==> config.mk <==
export PLATFORM = sky130hd
export DESIGN_NAME = phys_reg_free_list_flat
export DESIGN_NICKNAME = d
export VERILOG_FILES = /design/src/rtl/phys_reg_pkg.sv /design/src/rtl/phys_reg_free_list_if.sv /design/src/rtl/phys_reg_free_list.sv /design/src/flat_wrapper.sv
export SDC_FILE = /design/constraint.sdc
export NUM_CORES = 2
export LEC_CHECK = 0
export BUFFER_PORTS_ARGS = -buffer_cell sky130_fd_sc_hd__buf_2
export CAP_MARGIN = 20
export CORE_MARGIN = 2
export CORE_UTILIZATION = 30
export DETAILED_ROUTE_END_ITERATION = 7
export PLACE_DENSITY_LB_ADDON = 0.12
export SKIP_CTS_REPAIR_TIMING = 1
export SYNTH_ARGS = -nofsm -noshare
export SYNTH_HDL_FRONTEND = slang
export SYNTH_SLANG_ARGS = --single-unit
==> constraint.sdc <==
create_clock -name clk -period 63.6 [get_ports clk]
set_clock_uncertainty 0.05 [all_clocks]
set_input_delay 6.36 -clock clk [delete_from_list [all_inputs] [get_ports clk]]
set_output_delay 6.36 -clock clk [all_outputs]
set_load 0.02 [all_outputs]
==> src/rtl/phys_reg_pkg.sv <==
// Shared sizing and tag/pointer types for the physical register pool.
// The free list and the physical register file both import this package.
package phys_reg_pkg;

   localparam int NUM_PHYS = 256;
   localparam int NUM_ARCH = 32;
   localparam int TAG_W    = 8;
   localparam int NUM_FREE = NUM_PHYS - NUM_ARCH;

   typedef logic [TAG_W-1:0] tag_t;
   typedef logic [TAG_W:0]   ptr_t;

endpackage

==> src/rtl/phys_reg_free_list_if.sv <==
// Rename/commit-side bundle of the physical register free list.
// The master side (rename/retire logic) drives requests; the slave side is the free list.
interface phys_reg_free_list_if;
   import phys_reg_pkg::*;

   logic alloc_req;
   logic alloc_ready;
   tag_t alloc_tag;
   tag_t rd_phy;
   logic commit_valid;
   logic free_valid;
   tag_t free_tag;
   logic flush;
   ptr_t free_count;
   logic overflow_err;
   logic underflow_err;

   modport master (
      output alloc_req, commit_valid, free_valid, free_tag, flush,
      input  alloc_ready, alloc_tag, rd_phy, free_count, overflow_err, underflow_err
   );

   modport slave (
      input  alloc_req, commit_valid, free_valid, free_tag, flush,
      output alloc_ready, alloc_tag, rd_phy, free_count, overflow_err, underflow_err
   );

endinterface

==> src/rtl/phys_reg_free_list.sv <==
// Physical register free list: a circular buffer of free tags with a
// speculative head (rd_ptr), a committed head (cmt_ptr) and a tail (wr_ptr).
// Flush rewinds the speculative head to the committed head.
module phys_reg_free_list
   import phys_reg_pkg::*;
(
   input logic clk,
   input logic reset,
   phys_reg_free_list_if.slave fl
);

   tag_t mem [NUM_PHYS];
   ptr_t rd_ptr;
   ptr_t cmt_ptr;
   ptr_t wr_ptr;
   logic overflow_q;
   logic underflow_q;

   ptr_t count;
   ptr_t cmt_next;
   tag_t head_tag;
   logic ready;
   logic fire;
   logic free_ok;
   logic free_ovf;
   logic commit_ok;
   logic commit_unf;

   // Decode this cycle's allocate/free/commit events and drive the rename-side outputs.
   always_comb begin
      count      = wr_ptr - rd_ptr;
      ready      = (count != '0);
      head_tag   = mem[rd_ptr[TAG_W-1:0]];
      fire       = fl.alloc_req && ready && !fl.flush && !reset;
      free_ok    = fl.free_valid && (fl.free_tag != '0) && (count < ptr_t'(NUM_FREE));
      free_ovf   = fl.free_valid && (fl.free_tag != '0) && !(count < ptr_t'(NUM_FREE));
      commit_ok  = fl.commit_valid && (cmt_ptr != rd_ptr);
      commit_unf = fl.commit_valid && (cmt_ptr == rd_ptr);
      cmt_next   = commit_ok ? (cmt_ptr + ptr_t'(1)) : cmt_ptr;

      fl.alloc_ready   = ready;
      fl.alloc_tag     = head_tag;
      fl.rd_phy        = fire ? head_tag : '0;
      fl.free_count    = count;
      fl.overflow_err  = overflow_q;
      fl.underflow_err = underflow_q;
   end

   // Storage, pointer and sticky error state; tags NUM_ARCH.. start out free.
   always_ff @(posedge clk or posedge reset) begin
      if (reset) begin
         for (int i = 0; i < NUM_PHYS; i++) begin
            mem[i] <= (i < NUM_FREE) ? tag_t'(NUM_ARCH + i) : '0;
         end
         rd_ptr      <= '0;
         cmt_ptr     <= '0;
         wr_ptr      <= ptr_t'(NUM_FREE);
         overflow_q  <= 1'b0;
         underflow_q <= 1'b0;
      end else begin
         if (free_ok) begin
            mem[wr_ptr[TAG_W-1:0]] <= fl.free_tag;
            wr_ptr                 <= wr_ptr + ptr_t'(1);
         end
         if (fl.flush) begin
            rd_ptr <= cmt_next;
         end else if (fire) begin
            rd_ptr <= rd_ptr + ptr_t'(1);
         end
         cmt_ptr <= cmt_next;
         if (free_ovf) begin
            overflow_q <= 1'b1;
         end
         if (commit_unf) begin
            underflow_q <= 1'b1;
         end
      end
   end

endmodule

==> src/flat_wrapper.sv <==
// flat-port wrapper written by rule: the top's interface ports become plain ports
module phys_reg_free_list_flat import phys_reg_pkg::*;
  (clk, reset, fl_alloc_req, fl_commit_valid, fl_free_valid, fl_free_tag, fl_flush, fl_alloc_ready, fl_alloc_tag, fl_rd_phy, fl_free_count, fl_overflow_err, fl_underflow_err);
  phys_reg_free_list_if fl_i ();
  input logic clk;
  input logic reset;
  input wire logic [$bits(fl_i.alloc_req)-1:0] fl_alloc_req;
  input wire logic [$bits(fl_i.commit_valid)-1:0] fl_commit_valid;
  input wire logic [$bits(fl_i.free_valid)-1:0] fl_free_valid;
  input wire logic [$bits(fl_i.free_tag)-1:0] fl_free_tag;
  input wire logic [$bits(fl_i.flush)-1:0] fl_flush;
  output wire logic [$bits(fl_i.alloc_ready)-1:0] fl_alloc_ready;
  output wire logic [$bits(fl_i.alloc_tag)-1:0] fl_alloc_tag;
  output wire logic [$bits(fl_i.rd_phy)-1:0] fl_rd_phy;
  output wire logic [$bits(fl_i.free_count)-1:0] fl_free_count;
  output wire logic [$bits(fl_i.overflow_err)-1:0] fl_overflow_err;
  output wire logic [$bits(fl_i.underflow_err)-1:0] fl_underflow_err;
  assign fl_i.alloc_req = fl_alloc_req;
  assign fl_i.commit_valid = fl_commit_valid;
  assign fl_i.free_valid = fl_free_valid;
  assign fl_i.free_tag = fl_free_tag;
  assign fl_i.flush = fl_flush;
  assign fl_alloc_ready = fl_i.alloc_ready;
  assign fl_alloc_tag = fl_i.alloc_tag;
  assign fl_rd_phy = fl_i.rd_phy;
  assign fl_free_count = fl_i.free_count;
  assign fl_overflow_err = fl_i.overflow_err;
  assign fl_underflow_err = fl_i.underflow_err;
  phys_reg_free_list u_core (.clk(clk), .reset(reset), .fl(fl_i));
endmodule
* Word-level counts from Yosys, hierarchy flattened *
Cells that the tools add are included.

operators by class
  bitwise gates (word level) = 2
  add/subtract/negate cells = 4
  $lt $le $gt $ge = 4
  eq/ne operators = 2
  mux-type cells = 10
  reduce and logical (&&, ||, !) cells = 15

operators by type and width
  cell                 count
  $bwmux 2048          1
  $bmux 8 s8           1
  $demux 8 s8          1
  $mux 8               4
  $add 9x1->9 const B  3
  $mux 9               3
  $ge 9x9->1 const B   2
  $not 8->9            2
  $eq 9x9->1           1
  $logic_and 1x1->1    9
  $lt 9x1->1 const B   1
  $lt 9x8->1 const B   1
  $ne 9x9->1           1
  $reduce_bool 9->1    1
  $sub 9x9->9          1
  $reduce_bool 8->1    1
  $logic_not 1->1      3
  $reduce_bool 2->1    1

word-level totals
  flip-flop bits (word level) = 2077
  output and inout port bits = 28
  word-level logic and storage cells = 298

* Longest topological paths before layout *
  word-level depth = 7
  depth in mapped cells = 15
  gate-level depth less buffers = 11

* Least setup slack after synthesis *
No wires, ideal clock.

  path type = input to output
  from = input port reset
  to = output port fl_rd_phy[0]
  stages on the path = 5
  setup slack = 6.238 ns
  buffers on the path = 1
  data required time = 57.190 ns
  arrival = 50.952 ns
  cell sequence = inv_1 > nand2_1 > clkbuf_1 > or3_1 > nor2b_1

on the way
  longest elaborated chain between the ends = 3

RTL lines
  item               RTL line                  RTL
  from (decl)        flat_wrapper.sv:6         input logic reset;
  $logic_not 1->1    phys_reg_free_list.sv:34  fire = fl.alloc_req && ready && !fl.flush && !reset;
  $logic_and 1x1->1  phys_reg_free_list.sv:34
  $mux 8             phys_reg_free_list.sv:43  fl.rd_phy = fire ? head_tag : '0;
  to (decl)          flat_wrapper.sv:14        output wire logic [$bits(fl_i.rd_phy)-1:0] fl_rd_phy;

No other way between the ends.

* Final worst setup path *
  from = input port reset
  to = output port fl_rd_phy[5]

Same word-level chain as after synthesis.

==> impl_metrics.json <==
{
  "numCtsBuffers": 242,
  "dp_cells": 10400,
  "finalSetupViolations": 0,
  "slew_headroom_pct": 8.38,
  "synth_common_cells": "mux2_2, dfrtp_1, dfstp_2, mux4_2, clkbuf_1",
  "path_class": "input pin to output port",
  "path_clk_slew_ns": 0.06,
  "status": "finished, final reports clean",
  "cp.required_ns": 57.19,
  "grt_pass1_vias": 61000,
  "grt_pass1_wl_mm": 485,
  "cts_sinks": 2077,
  "rows": 209,
  "nNetsFinal": 6316,
  "synth_edf_count": 0,
  "wl_per_cell_um": 31.2,
  "cts_htree_levels": 4,
  "drv_cap": 0,
  "r2r-start": "u_core.rd_ptr[0]$_DFFE_PP0P_",
  "synth_top_cell_by_area": "dfrtp_1",
  "ir_drop_uv": 32.7,
  "fillers": 31100,
  "min_to": "u_core.fl.underflow_err$_DFFE_PP0P_",
  "first_pass_iters": 5,
  "rrSetupSlack_ns": 56.26,
  "min_from": "u_core.fl.underflow_err$_DFFE_PP0P_",
  "io_pins": 42,
  "multi_input_area_um2": 42700,
  "synth_area_um2": 98000,
  "power_switching_mw": 1.33,
  "synth_most_common_cell": "mux2_2",
  "drc_errors": 0,
  "drt_wl_total_mm": 338,
  "min_period_ns": 14.71,
  "fmax_mhz": 68.0,
  "grt_usage_pct": 20.2,
  "synthesis.nets": 6381,
  "p_clk_share_pct": 36.9,
  "core_um2": 325000,
  "stdcell_count": 10800,
  "dp.final_hpwl_mm": 210,
  "p_leak_nw": 48.6,
  "p_seq_share_pct": 37.4,
  "clockBufferDepth": 4,
  "portBuffers": 41,
  "ant_nets": 0,
  "rsz0062_at_grt": "false",
  "die_width_um": 576,
  "synth_area_leaders": "dfrtp_1, dfstp_2, mux2_2",
  "maxSlewViolCount": 0,
  "setup_tns_ns": 0,
  "tightest_slew_ns": 1.37,
  "start_kind": "input pin",
  "r2r-end": "u_core.mem[958]$_DFFE_PP0P_",
  "insertion_delay_ns": 0.93,
  "worstPathMaxFanout": 103,
  "ctsRootBufferMaster": "clkbuf_16",
  "seq_area_um2": 53200,
  "die_area_um2": 331000,
  "power_density_nw_per_um2": 34.5,
  "intPower_mw": 2.50,
  "power_mw": 3.84,
  "drt_iter0_drc": 3641,
  "switching_share_pct": 34.8,
  "grt_antenna_before_repair": 16,
  "hold_viol_final": 0,
  "syn_avg_cell_area_um2": 15.4,
  "via_count": 57700,
  "start_util_pct": 30.2,
  "syn_inst": 6352,
  "ys_warn_count": 0,
  "ff2ff_path_depth": 14,
  "hold_path_class": "flop to flop",
  "viasPerCell": 5.33,
  "finalCritPeriodShare_pct": 23.1,
  "post_synth_num_cell_types": 87,
  "worstPathArrival_ns": 8.30,
  "synthDominantCellAreaShare_pct": 28.9,
  "min_path_cells": 1,
  "ys_seq_area_share_pct": 54.2,
  "grt_max_degree": 183,
  "die_y_um": 576,
  "synth_seq_cells": 2077,
  "gp_congestion": 0.791,
  "async_flop_share_pct": 100,
  "end_kind": "output port",
  "grt_overflow": 0,
  "tritoncts": "yes",
  "power_frac_comb_pct": 25.7,
  "synthFlopType": "dfrtp_1",
  "area_delta_synth_final_pct": 13.5,
  "final_layout_size_suffix_gt1_share_pct": 64.5
}
## cells in the final DEF (no fill, tap or decap), types with 84 or more instances in the layout
cell / netlist / layout
a22oi_1: 89 / 89
buf_4: 38 / 155
clkbuf_1: 372 / 84
clkbuf_16: 0 / 247
dfrtp_1: 1130 / 1123
dfstp_2: 947 / 947
mux2_2: 1972 / 1972
mux2_4: 104 / 104
mux2i_1: 147 / 147
mux4_2: 442 / 442
nand2_1: 87 / 85
nand3_1: 158 / 157
## critical path: stages
cell     delay, ns
buf_2         0.14
inv_8         0.44
nand2_1       0.36
or3_1         0.55
o21ba_2       0.28
buf_2         0.16
## state kept, by name (all words and copies together), names as in the netlist
name                     cells
u_core.cmt_ptr               9
u_core.fl.underflow_err      1
u_core.wr_ptr                9
u_core.mem                2048
u_core.fl.overflow_err       1
u_core.rd_ptr                9
## routing by layer
metal	routed length, um	share of wire (%)	global-route usage, %
met1	157000	46	28.5
met2	159000	47	32.6
met3	13200	3.9	2.88
met4	9180	2.7	5.23
met5	0	0	0
## power by group through the flow
stage          registers, mW  logic [mW]  clock network, mW
2_1_floorplan           1.43       0.550                  0
3_3_place_gp            1.45       0.998                  0
3_5_place_dp            1.46        1.00                  0
4_1_cts                 1.43        1.00               1.46
5_1_grt                 1.44        1.03               1.51
6_report                1.44       0.985               1.42
## metrics by stage
| stage | hold slack [ns] | util, % | cell area, um2 | setup slack, ns |
|---|---|---|---|---|
| floorplan | 0.409 | - | 98000 | 0.0667 |
| global placement | 0.387 | 31.8 | 103000 | 48.78 |
| detailed placement | 0.393 | 31.8 | 103000 | 48.78 |
| CTS | 0.406 | 34.2 | 111000 | 48.78 |
| global route | 0.433 | 34.3 | 111000 | 48.62 |
| finish | 0.401 | 34.3 | 111000 | 48.89 |
## logic make-up after synthesis
| logic type | synth area share (%) |
|---|---|
| AOI/OAI and AO/OA | 3.14 |
| xor gates and xnor gates | 0.269 |
| adders and majority gates | 0.199 |
| buffers and inverters | 2.40 |
| DFF | 54.2 |
| muxes | 36.0 |
| and+or+nand+nor | 3.79 |
## how the worst max path moves through the flow
stage                                             end  slack, ns  cells after the start  start
final                                    fl_rd_phy[5]      48.89                      6  reset
after floorplan           u_core.cmt_ptr[0]$_DFF_PP0_       0.07                      1  reset
after detailed placement                 fl_rd_phy[5]      48.78                      6  reset
after global routing                     fl_rd_phy[5]      48.62                      6  reset
after CTS                                fl_rd_phy[5]      48.78                      6  reset
after global placement                   fl_rd_phy[5]      48.78                      6  reset
## area by class of cell
type	instances	share of cell area, %
Antenna cell	5	0.0113
Clock buffer	407	6.78
Clock inverter	48	0.432
Inverter	24	0.0900
Multi-Input combinational cell	3727	38.4
Sequential cell	2077	47.8
Tap cell	4325	4.87
Timing Repair Buffer	215	1.58
No activity file was read; power rests on OpenSTA's default activity.
